`src/rtl/jtag_tap_sequencer_pkg.sv`:
```
// rtl/jtag_tap_sequencer_pkg.sv - TAP state encoding shared by the sequencer, its FSM and benches
package jtag_tap_sequencer_pkg;

  localparam int TAP_STATE_W = 4;

  // 1149.1 reference encoding; TLR is all-ones so a stuck-high state bus reads as reset.
  typedef enum logic [TAP_STATE_W-1:0] {
    TAP_TLR    = 4'hF,
    TAP_RTI    = 4'hC,
    TAP_SEL_DR = 4'h7,
    TAP_CAP_DR = 4'h6,
    TAP_SH_DR  = 4'h2,
    TAP_EX1_DR = 4'h1,
    TAP_PA_DR  = 4'h3,
    TAP_EX2_DR = 4'h0,
    TAP_UP_DR  = 4'h5,
    TAP_SEL_IR = 4'h4,
    TAP_CAP_IR = 4'hE,
    TAP_SH_IR  = 4'hA,
    TAP_EX1_IR = 4'h9,
    TAP_PA_IR  = 4'hB,
    TAP_EX2_IR = 4'h8,
    TAP_UP_IR  = 4'hD
  } tap_state_e;

endpackage

```
`src/rtl/jtag_tap_fsm.sv`:
```
// rtl/jtag_tap_fsm.sv - 16-state TAP controller state register and next-state logic
module jtag_tap_fsm
  import jtag_tap_sequencer_pkg::*;
(
  input  logic                   tck,
  input  logic                   aclr,
  input  logic                   tms,
  output logic [TAP_STATE_W-1:0] state
);

  tap_state_e r_state;
  tap_state_e w_next;

  always_ff @(posedge tck) begin
    if (aclr) begin
      r_state <= TAP_TLR;
    end else begin
      r_state <= w_next;
    end
  end

  always_comb begin
    w_next = TAP_TLR;
    case (r_state)
      TAP_TLR:    w_next = tms ? TAP_TLR    : TAP_RTI;
      TAP_RTI:    w_next = tms ? TAP_SEL_DR : TAP_RTI;
      TAP_SEL_DR: w_next = tms ? TAP_SEL_IR : TAP_CAP_DR;
      TAP_CAP_DR: w_next = tms ? TAP_EX1_DR : TAP_SH_DR;
      TAP_SH_DR:  w_next = tms ? TAP_EX1_DR : TAP_SH_DR;
      TAP_EX1_DR: w_next = tms ? TAP_UP_DR  : TAP_PA_DR;
      TAP_PA_DR:  w_next = tms ? TAP_EX2_DR : TAP_PA_DR;
      TAP_EX2_DR: w_next = tms ? TAP_UP_DR  : TAP_SH_DR;
      TAP_UP_DR:  w_next = tms ? TAP_SEL_DR : TAP_RTI;
      TAP_SEL_IR: w_next = tms ? TAP_TLR    : TAP_CAP_IR;
      TAP_CAP_IR: w_next = tms ? TAP_EX1_IR : TAP_SH_IR;
      TAP_SH_IR:  w_next = tms ? TAP_EX1_IR : TAP_SH_IR;
      TAP_EX1_IR: w_next = tms ? TAP_UP_IR  : TAP_PA_IR;
      TAP_PA_IR:  w_next = tms ? TAP_EX2_IR : TAP_PA_IR;
      TAP_EX2_IR: w_next = tms ? TAP_UP_IR  : TAP_SH_IR;
      TAP_UP_IR:  w_next = tms ? TAP_SEL_DR : TAP_RTI;
      default:    w_next = TAP_TLR;
    endcase
  end

  assign state = r_state;

endmodule

```
`src/rtl/jtag_tap_sequencer.sv`:
```
// rtl/jtag_tap_sequencer.sv - TAP controller with instruction register driving a JTAG DR block
module jtag_tap_sequencer
  import jtag_tap_sequencer_pkg::*;
#(
  parameter int unsigned           IR_WIDTH   = 1,
  parameter logic [IR_WIDTH-1:0]   IR_RESET   = '0,
  parameter logic [IR_WIDTH-1:0]   IR_CAPTURE = IR_WIDTH'(1)
) (
  input  logic                   tck,
  input  logic                   aclr,
  input  logic                   tms,
  input  logic                   tdi,
  input  logic                   dr_tdo,
  output logic                   tdo,
  output logic [IR_WIDTH-1:0]    ir_in,
  output logic                   v_cdr,
  output logic                   v_sdr,
  output logic                   udr,
  output logic                   uir,
  output logic [TAP_STATE_W-1:0] state
);

  logic [TAP_STATE_W-1:0] w_state;
  logic [IR_WIDTH-1:0]    r_ir_shift;
  logic [IR_WIDTH-1:0]    r_ir_in;
  logic [IR_WIDTH-1:0]    w_ir_shift_next;

  jtag_tap_fsm u_fsm (
    .tck   (tck),
    .aclr  (aclr),
    .tms   (tms),
    .state (w_state)
  );

  // tdi enters at the MSB so the LSB is the first bit presented on tdo.
  always_comb begin
    w_ir_shift_next = r_ir_shift >> 1;
    w_ir_shift_next[IR_WIDTH-1] = tdi;
  end

  always_ff @(posedge tck) begin
    if (aclr) begin
      r_ir_shift <= '0;
      r_ir_in    <= IR_RESET;
    end else begin
      case (w_state)
        TAP_CAP_IR: r_ir_shift <= IR_CAPTURE;
        TAP_SH_IR:  r_ir_shift <= w_ir_shift_next;
        TAP_UP_IR:  r_ir_in    <= r_ir_shift;
        TAP_TLR:    r_ir_in    <= IR_RESET;
        default:    r_ir_in    <= r_ir_in;
      endcase
    end
  end

  assign v_cdr = (w_state == TAP_CAP_DR);
  assign v_sdr = (w_state == TAP_SH_DR);
  assign udr   = (w_state == TAP_UP_DR);
  assign uir   = (w_state == TAP_UP_IR);
  assign state = w_state;
  assign ir_in = r_ir_in;
  assign tdo   = (w_state == TAP_SH_IR) ? r_ir_shift[0] : dr_tdo;

endmodule

```
`config.mk`:
```
export PLATFORM = sky130hd
export DESIGN_NAME = jtag_tap_sequencer
export DESIGN_NICKNAME = d
export VERILOG_FILES = /design/src/rtl/jtag_tap_sequencer_pkg.sv /design/src/rtl/jtag_tap_fsm.sv /design/src/rtl/jtag_tap_sequencer.sv
export SDC_FILE = /design/constraint.sdc
export NUM_CORES = 1
export LEC_CHECK = 0
export ABC_CLOCK_PERIOD_IN_PS = 2000
export CAP_MARGIN = 20
export CORE_AREA = 2 2 39 41
export CTS_BUF_LIST = sky130_fd_sc_hd__clkbuf_8 sky130_fd_sc_hd__clkbuf_16
export CTS_CLUSTER_DIAMETER = 30
export DETAILED_ROUTE_END_ITERATION = 16
export DIE_AREA = 0 0 41 43
export GPL_TIMING_DRIVEN = 0
export HOLD_SLACK_MARGIN = 0.05
export SYNTH_ARGS = -nofsm -noshare
export SYNTH_HDL_FRONTEND = slang
export SYNTH_SLANG_ARGS = --single-unit
```
`constraint.sdc`:
```
create_clock -name tck -period 2 [get_ports tck]
set_clock_uncertainty 0.1 [all_clocks]
set_input_delay 0.4 -clock tck [delete_from_list [all_inputs] [get_ports tck]]
set_output_delay 0.4 -clock tck [all_outputs]
set_load 0.02 [all_outputs]
```
==> impl_results.md <==
- Top cell type's share of synthesized area: 0.360
- Largest area contributor in the netlist: dfxtp_1
- WS Path Type: flop to output port
- Synth warnings: 0
- Routed len/inst: between 10 and 15 um
- Die ar.: 1760 um2
- TritonCTS Buffers: 3
- CTS tree: built
- IO Count: 15
- Largest net degree at the start of global routing: 11
- Max clock buf depth: 2
- M1 WL: about 420 um
- DRC viols: 0
- WHS Endpoint: r_ir_shift
- EDFF count, synth: 0
- Top cells by area, synth: dfxtp_1 36%, a21oi_1 6.0%, a211o_1 5.2%
- Slew HR: 0.845
- Final HPWL DP: ~570 um
- Dpl cell area: 494 um2
- Minimum clock period: between 1.5 and 2 ns
- Reg2reg end: u_fsm.state[1]
- Top post-synthesis cells by count: 6 x dfxtp_1, 4 x a21oi_1, 3 x nand2_1, 3 x nor2_1
- Routed wire length: between 800 and 900 um
- Clk slew on worst S/H paths: roughly 0.040 ns
- Syn Area/Cell: just under 8 um2
- Total core area: ~1400 um2
- Uppermost layer routed: met4
- Endpoint class of the critical path: output port
- Final setup vio count: 0
- Total power: 0.469 mW
- Post-DRT Antenna Nets: 0
- Pleak: approximately 0.26 nW
- Starting Density: 0.241
- Worst R2R Path Depth: 3
- Final number of hold-violating endpoints: 0
- Sequential share of the synthesized area: 0.360
- Met2 WL: between 300 and 400 um
- First-pass GRT wire length: between 1 and 1.5 mm
- Met3 WL: roughly 41 um
- Cells after synthesis: 42
- Worst Hold Class: flop to flop
- CTS root buf: clkbuf_8
- Worst hold path stage count: 2
- Setup Fix Bufs, Post-CTS: 0
- Reg-to-reg slack, setup: about 0.65 ns
- Nets: 65
- Die W: ~41 um
- Routability cong.: approximately 0.76
- Post-synth top flop: dfxtp_1
- Worst Hold Launch: r_ir_shift
- H-tree depth: 1
- Rows: 14
- Worst vdd ir: 0.591 mV
- CP Launch Point: u_fsm.state[0]
- GRT overflow: 0
- Initial antenna violation count: 0
- FF+latch count, synth: 6
- Slew Limit Fails: 0
- Vias per inst: 4.72
- Synthesized Nets: 47
- PortBufs: 14
- Slew at the pin closest to its max-slew limit: ~0.23 ns
- Syn-to-layout area delta: 63.3%
- # hold bufs at CTS: 0
- Fin area: ~550 um2
- Die Ht: between 40 and 50 um
- Layout cell share with drive strength beyond 1: 0.207
- RSZ-0062 raised after global routing: false
- Critical path peak fanout: 10
- Startpoint Class: flop
- Latest clock arrival within the worst-skew pair: 0.22 ns
- Vias in the first global route: between 200 and 300
- Mapped Area: about 330 um2
- DRT iter0 DRCs: 10
- Maximum clock rate: about 520 MHz
- Clock sink total: 6
- Diodes inserted: 0
- Critical Path AT: 1.41 ns
- FF-to-FF Start: u_fsm.state[1]
- Total GRT Usage: 0.112
- Power Dens Cells: around 860 nW/um2
- First-pass detailed-route iteration total: 2
- Data required, critical path: 1.50 ns
- Maxcap violations: 0
- Ys async rst share: 0
- Share of the clock period used by the worst path: 0.956
- Synth unique cells: 23
- Most frequent cell after synthesis: dfxtp_1
- DR vias: ~350
- Outcome: finished, final reports clean
## worst max path at each step
stage / end / slack [ns] / cells past startpoint
final: tdo / 0.09 / 4
after global routing: tdo / 0.03 / 4
after CTS: tdo / 0.03 / 5
after detailed placement: tdo / -0.24 / 5
after global placement: tdo / -0.22 / 5
after floorplan: tdo / 0.22 / 4
## metal layers
layer  GRT usage  vias up
met4      0.0800        0
met3      0.0314        2
met2       0.141       12
li1            -      185
met1       0.158      150
met5           0        -
## cell usage in the layout, fill, tap and decap left out, types with 2 or more instances in the layout
| cell | count |
|---|---|
| a211o_1 | 2 |
| a21oi_1 | 4 |
| buf_2 | 2 |
| clkbuf_8 | 3 |
| clkdlybuf4s50_1 | 9 |
| dfxtp_1 | 4 |
| dfxtp_2 | 2 |
| dlygate4sd2_1 | 4 |
| nand2_1 | 3 |
| nand3_1 | 2 |
| nor2_1 | 3 |
| nor2b_1 | 2 |
| nor3b_1 | 2 |
## per-stage QoR
step,hold WS [ns],setup slack (ns),setup TNS [ns],utilization,cells
2_1_floorplan,0.348,0.218,0,-,42
3_3_place_gp,0.381,-0.222,-0.222,0.357,72
3_5_place_dp,0.385,-0.235,-0.235,0.357,72
4_1_cts,0.393,0.0292,0,0.394,75
5_1_grt,0.421,0.0321,0,0.394,74
6_report,0.394,0.0877,0,0.394,74
## cells by family (layout without fill, tap and decap cells)
group,count (synthesis),in the layout,synth area share
multiplexers,2,2,0.0637
flip-flops,6,6,0.360
AO/OA/AOI/OAI,12,12,0.247
AND/OR/NAND/NOR,17,17,0.266
buffers and inverters,5,21,0.0636
## state kept, by name, indices dropped and copies added (netlist names)
name and cells:
u_fsm.state 4, ir_in 1, r_ir_shift 1
## report_power, final
part	total [mW]	internal (mW)	switching, mW
Clock	0.182	0.129	0.0529
Combinational	0.136	0.0646	0.0717
Sequential	0.150	0.134	0.0158
## critical path: stages (launching register included)
cell and delay, ns:
dfxtp_2 0.35, nand2b_4 0.17, nor3_4 0.16, mux2_2 0.34, buf_2 0.16
## timing repair
action	CTS	global route
cloned	0	0
endpoints found under the hold margin	0	0
pin swaps	0	1
gates resized for setup	14	4
endpoints found under the setup margin	5	1
## layout make-up
class	instances	area, um2
fillers	154	838
multi-input cells	31	211
repair buffers	14	130
flip-flops and latches	6	123
clock buffers	3	41.3
well taps	16	20.0
plain buffers	2	12.5
inverters	2	7.51
No activity file was read; power rests on OpenSTA's default activity.
